## src/rtl/sme_rng_feeder.sv

```systemverilog
// Randomness feeder for the masked DOM AND gadget: RMAX xorshift32 lanes, seeded
// through a valid/ready handshake and warmed for WARMUP iterations before use.
module sme_rng_feeder #(
  parameter  int D      = 3,
  parameter  int N      = 32,
  parameter  int WARMUP = 8,
  localparam int RMAX   = D + D * (D - 1) / 2,
  localparam int RM     = RMAX - 1
) (
  input  logic         g_clk,
  input  logic         g_resetn,
  output logic         g_clk_req,
  input  logic         seed_valid,
  output logic         seed_ready,
  input  logic [31:0]  seed,
  input  logic         step,
  output logic         rng_valid,
  output logic [N-1:0] rng [RM:0]
);

  typedef enum logic [1:0] {
    ST_UNSEEDED,
    ST_WARM,
    ST_READY
  } state_t;

  localparam logic [31:0] GOLDEN = 32'h9E3779B9;

  state_t      r_state;
  logic [7:0]  r_cnt;
  logic        r_seed_ready;
  logic        r_rng_valid;
  logic [31:0] r_lane [RMAX];

  logic [31:0] w_load [RMAX];
  logic [31:0] w_next [RMAX];
  logic        w_accept;

  function automatic logic [31:0] xs(input logic [31:0] x);
    logic [31:0] y;
    y = x ^ (x << 13);
    y = y ^ (y >> 17);
    y = y ^ (y << 5);
    return y;
  endfunction

  // Zero is a fixed point of xorshift, so a lane that would load 0 takes 1.
  always_comb begin
    for (int i = 0; i < RMAX; i++) begin
      w_load[i] = seed ^ (32'(i) * GOLDEN);
      if (w_load[i] == 32'h0) w_load[i] = 32'h1;
      w_next[i] = xs(r_lane[i]);
    end
  end

  assign w_accept = seed_valid & r_seed_ready;

  // NOTE: every sequential assignment below is non-blocking so all lanes and
  // the state advance together from the values present before the edge.
  always_ff @(posedge g_clk) begin
    if (!g_resetn) begin
      r_state      <= ST_UNSEEDED;
      r_cnt        <= 8'd0;
      r_seed_ready <= 1'b1;
      r_rng_valid  <= 1'b0;
      // NOTE: the lane registers are reset explicitly, since the consumer must
      // see all-zero words while unseeded; this is not a RAM, so it costs nothing.
      for (int i = 0; i < RMAX; i++) r_lane[i] <= 32'h0;
    end else begin
      unique case (r_state)
        ST_UNSEEDED: begin
          if (w_accept) begin
            for (int i = 0; i < RMAX; i++) r_lane[i] <= w_load[i];
            r_state      <= ST_WARM;
            r_cnt        <= 8'd0;
            r_seed_ready <= 1'b0;
            r_rng_valid  <= 1'b0;
          end
        end
        ST_WARM: begin
          for (int i = 0; i < RMAX; i++) r_lane[i] <= w_next[i];
          r_cnt <= r_cnt + 8'd1;
          if (r_cnt == 8'(WARMUP - 1)) begin
            r_state      <= ST_READY;
            r_seed_ready <= 1'b1;
            r_rng_valid  <= 1'b1;
          end
        end
        ST_READY: begin
          // A reseed takes priority over a step offered in the same cycle.
          if (w_accept) begin
            for (int i = 0; i < RMAX; i++) r_lane[i] <= w_load[i];
            r_state      <= ST_WARM;
            r_cnt        <= 8'd0;
            r_seed_ready <= 1'b0;
            r_rng_valid  <= 1'b0;
          end else if (step) begin
            for (int i = 0; i < RMAX; i++) r_lane[i] <= w_next[i];
          end
        end
        default: begin
          r_state      <= ST_UNSEEDED;
          r_seed_ready <= 1'b1;
          r_rng_valid  <= 1'b0;
        end
      endcase
    end
  end

  always_comb begin
    for (int i = 0; i < RMAX; i++) rng[i] = r_lane[i][N-1:0];
  end

  assign seed_ready = r_seed_ready;
  assign rng_valid  = r_rng_valid;
  assign g_clk_req  = seed_valid | (r_state == ST_WARM) | step;

endmodule

```

## config.mk

```make
export PLATFORM = sky130hd
export DESIGN_NAME = sme_rng_feeder
export DESIGN_NICKNAME = d
export VERILOG_FILES = /design/src/rtl/sme_rng_feeder.sv
export SDC_FILE = /design/constraint.sdc
export NUM_CORES = 1
export LEC_CHECK = 0
export BUFFER_PORTS_ARGS = -buffer_cell sky130_fd_sc_hd__buf_2
export CAP_MARGIN = 20
export CORE_MARGIN = 2
export CORE_UTILIZATION = 55
export CTS_CLUSTER_DIAMETER = 150
export CTS_CLUSTER_SIZE = 40
export DETAILED_ROUTE_END_ITERATION = 8
export GPL_ROUTABILITY_DRIVEN = 0
export HOLD_SLACK_MARGIN = 0.1
export MAX_ROUTING_LAYER = met4
export PLACE_DENSITY_LB_ADDON = 0.2
export SYNTH_ARGS = -nofsm -noshare
export SYNTH_HDL_FRONTEND = slang
export SYNTH_SLANG_ARGS = --single-unit
```

## constraint.sdc

```tcl
create_clock -name g_clk -period 4.3 [get_ports g_clk]
set_input_delay 0.645 -clock g_clk [delete_from_list [all_inputs] [get_ports g_clk]]
set_output_delay 0.645 -clock g_clk [all_outputs]
set_load 0.02 [all_outputs]
```

==> results.json <==
{
  "routedWlPerCell_um": 25.2,
  "grt_first_pass_wirelength_um": 53800,
  "ratio_of_routed_vias_to_standard_cells": 6.18,
  "synth_xor_xnor_area_share": 0.286,
  "cts_repair_resize_count": 0,
  "timing.fmax_mhz": 363,
  "ir_drop_mv": 0.298,
  "synth.lib_cells_used.distinct": 56,
  "core_mm2": 0.0209,
  "cts.sinks": 204,
  "postCtsHoldBufs": 0,
  "grt.total_usage": 0.335,
  "max_cap_violations": 0,
  "switching_power_mw": 3.71,
  "worst_case_headroom_to_the_max_slew_limit": 0.391,
  "postRouteAntennaNets": 0,
  "top_level_ports": 231,
  "fraction_of_registers_with_async_set_or_reset_after_synthesis": 0,
  "io_buffers": 230,
  "post_route_clock_period_utilization": 0.640,
  "post-route-worst-setup-slack_ns": 1.55,
  "drive_gt1_frac": 0.213,
  "fillCellCount": 1697,
  "setup_viol_count_final": 0,
  "power.sequential.fraction": 0.366,
  "avgSynthCellArea_um2": 11.6,
  "htree_num_levels": 1,
  "crit_path_start_kind": "register",
  "combinationalPowerShare": 0.512,
  "power.static_leakage_nw": 5.13,
  "netlist_instances": 1002,
  "synth_top_cell_by_area": "edfxtp_1",
  "worstMarginPinSlew_ns": 0.913,
  "setup_tns_ns": 0,
  "tritoncts.num_buffers": 9,
  "worst_hold_stages": 2,
  "clockPowerShare": 0.122,
  "synth-main-ff-cell": "edfxtp_1",
  "number_of_global_route_vias_before_repair": 8470,
  "number_of_enable_flip_flop_cells_after_synthesis": 192,
  "grt_antenna_before_repair": 4,
  "post_synth_and_or_nand_nor_area_fraction": 0.0645,
  "finalHoldViolCount": 0,
  "report.power.total_mw": 8.66,
  "dieWidth_um": 150,
  "criticalPathCategory": "reg2out",
  "insertion_delay_ns": 0.50,
  "tritoncts": "done",
  "p_per_area_mw_per_mm2": 649,
  "cp_data_arrival_time_ns": 2.11,
  "synth_top_family_by_area": "XOR/XNOR gates",
  "ys_top_cells_by_area": "edfxtp_1 (49%), xnor2_1 (20%), xor2_1 (8.3%)",
  "setup.worst_path.end_class": "output pin",
  "cp.required_ns": 3.65,
  "yosys.area_share.adder": 0.00107,
  "sequential_cell_area_mm2": 0.00601,
  "detailed_place_hpwl_um": 27200,
  "first_pass_iters": 6,
  "place_ws_ns": 1.37,
  "synth-warning-count": 0,
  "layout.nets": 1240,
  "die_h_um": 150,
  "internal_power_contribution_mw": 4.96,
  "clk_pin_slew_ns": 0.15,
  "clock-root-buffer": "clkbuf_16",
  "hold_path.class": "reg2reg",
  "timing.reg2reg.setup_slack_ns": 1.56,
  "period_needed_ns": 2.75,
  "post_cts_buffers": 0,
  "r2r.worst_path.cells": 5,
  "synthesis_to_finish_area_growth_pct": 14.4,
  "dieArea_mm2": 0.0224,
  "setup.worst_path.start": "r_state[0]",
  "seq_area_frac_synth": 0.515,
  "via_total_after_detailed_routing": 9172,
  "whs_endpoint": "rng_valid",
  "synth_top_cell_area_share": 0.495,
  "mappedNetlistNets": 1039,
  "cts_buffer_depth": 3,
  "muxShareOfSynthArea": 0.00343,
  "worstPathMaxFanout": 18,
  "first_iter_violations": 1052,
  "drc": 0,
  "initial_utilization": 0.558,
  "worstReg2RegStart": "r_state[0]",
  "synthesis.area_mm2": 0.0117,
  "netSwitchingFraction": 0.428,
  "worst_hold_start": "rng_valid",
  "placement_row_count": 53,
  "unrepaired_setup_endpoints_after_global_routing": "false",
  "synth.ff_latch_count": 204,
  "postRouteWirelength_um": 37400,
  "outcome": "finished clean",
  "pin_count_of_the_biggest_net_entering_global_routing": 92,
  "finClkSkew_ns": 0.0607,
  "synth_compound_gate_area_share": 0.112,
  "area_of_combinational_cells_with_multiple_inputs_mm2": 0.00546,
  "regToRegEndpoint": "r_lane[5][4]",
  "global_route.overflow_total": 0,
  "report.final.slew_viol_count": 0
}
==> synth_stat cells, types with 2 or more instances <==
cell	number
a31oi_1	3
o211ai_1	3
edfxtp_1	192
o211a_1	2
buf_2	8
nor2b_1	2
o22ai_1	52
nand2_1	46
inv_1	4
nand2b_1	3
a21oi_1	30
or2_2	2
and3b_1	2
a22oi_1	2
mux2i_1	4
nand4b_1	3
nand3b_1	3
or3_1	2
o41ai_1	3
xnor2_1	271
nand4_1	9
buf_1	4
xor2_1	110
nor4_1	7
or4_1	12
nor3_1	3
nand3_1	11
o31ai_1	2
nor2_1	20
o21ai_1	16
clkbuf_1	37
and2_1	2
a21boi_0	3
dfxtp_1	12
and4b_1	3
o21ai_0	81
a211oi_1	11
o2bb2ai_1	4
==> state kept, by name (all words and copies together), names as in the netlist <==
| signal | flops |
|---|---|
| r_cnt | 8 |
| rng_valid | 1 |
| r_lane | 192 |
| r_state | 2 |
| seed_ready | 1 |
==> worst max-delay path by stage <==
| stage | endpoint | slack, ns | cells after the start |
|---|---|---|---|
| final | g_clk_req | 1.55 | 3 |
| after floorplan | r_lane[0][0] | 0.48 | 4 |
| after detailed placement | r_lane[5][4] | 1.37 | 5 |
| after CTS | g_clk_req | 1.61 | 3 |
| after global routing | r_lane[3][20] | 1.31 | 5 |
| after global placement | r_lane[5][11] | 1.49 | 6 |
==> placed cells by master (no fill, tap or decap), types with 11 or more instances in the layout <==
cell type / n
a211oi_1: 11
nand2_1: 45
o21ai_0: 81
o22ai_1: 52
xnor2_1: 271
edfxtp_1: 192
nor2_1: 19
nand3_1: 11
o21ai_1: 16
a21oi_1: 30
buf_2: 230
dfxtp_1: 12
or4_1: 12
xor2_1: 110
==> metal layers <==
metal | vias to the layer above | GRT usage | routed length [µm]
li1 | 4012 | - | -
met1 | 4475 | 0.461 | 14800
met2 | 593 | 0.502 | 17300
met3 | 92 | 0.0723 | 4180
met4 | 0 | 0.101 | 1180
met5 | - | - | 0
==> area by class of cell <==
type                    instances  area share
multi-input cells             745       0.409
repair buffers                239      0.0932
clock buffers                  11      0.0174
inverters                       4     0.00113
clock inverters                 1     0.00225
diodes                          5    0.000938
well taps                     275      0.0258
flip-flops and latches        204       0.450
==> metrics by stage <==
stage               cell area [µm²]   util  std cells  hold slack (ns)
floorplan                     11700      -       1002            0.477
global placement              13100  0.625       1467            0.474
detailed placement            13100  0.625       1467            0.483
CTS                           13300  0.638       1479            0.509
global route                  13300  0.639       1483            0.539
finish                        13300  0.639       1484            0.511
==> power by group through the flow <==
stage | clock network (mW) | logic (mW) | registers (mW)
after global routing | 1.11 | 4.74 | 3.21
after floorplan | 0 | 2.82 | 3.58
after detailed placement | 0 | 4.35 | 3.20
after global placement | 0 | 4.32 | 3.20
after CTS | 1.05 | 4.40 | 3.16
final | 1.06 | 4.43 | 3.17
==> logic make-up (layout without fill, tap and decap cells) <==
| group | after synthesis | count (layout) |
|---|---|---|
| multiplexers | 4 | 4 |
| flip-flops | 204 | 204 |
| other | 0 | 5 |
| adder cells (fa/ha/maj) | 1 | 1 |
| XOR/XNOR | 381 | 381 |
| AO/OA/AOI/OAI | 221 | 221 |
| buffers and inverters | 53 | 255 |
| AND/OR/NAND/NOR | 138 | 138 |
==> critical path, cell delays in order (launching register included) <==
cell,delay (ns)
dfxtp_1,0.68
nor2b_1,0.58
or3_1,0.19
buf_2,0.16
Power figures use the tool's default switching activity.
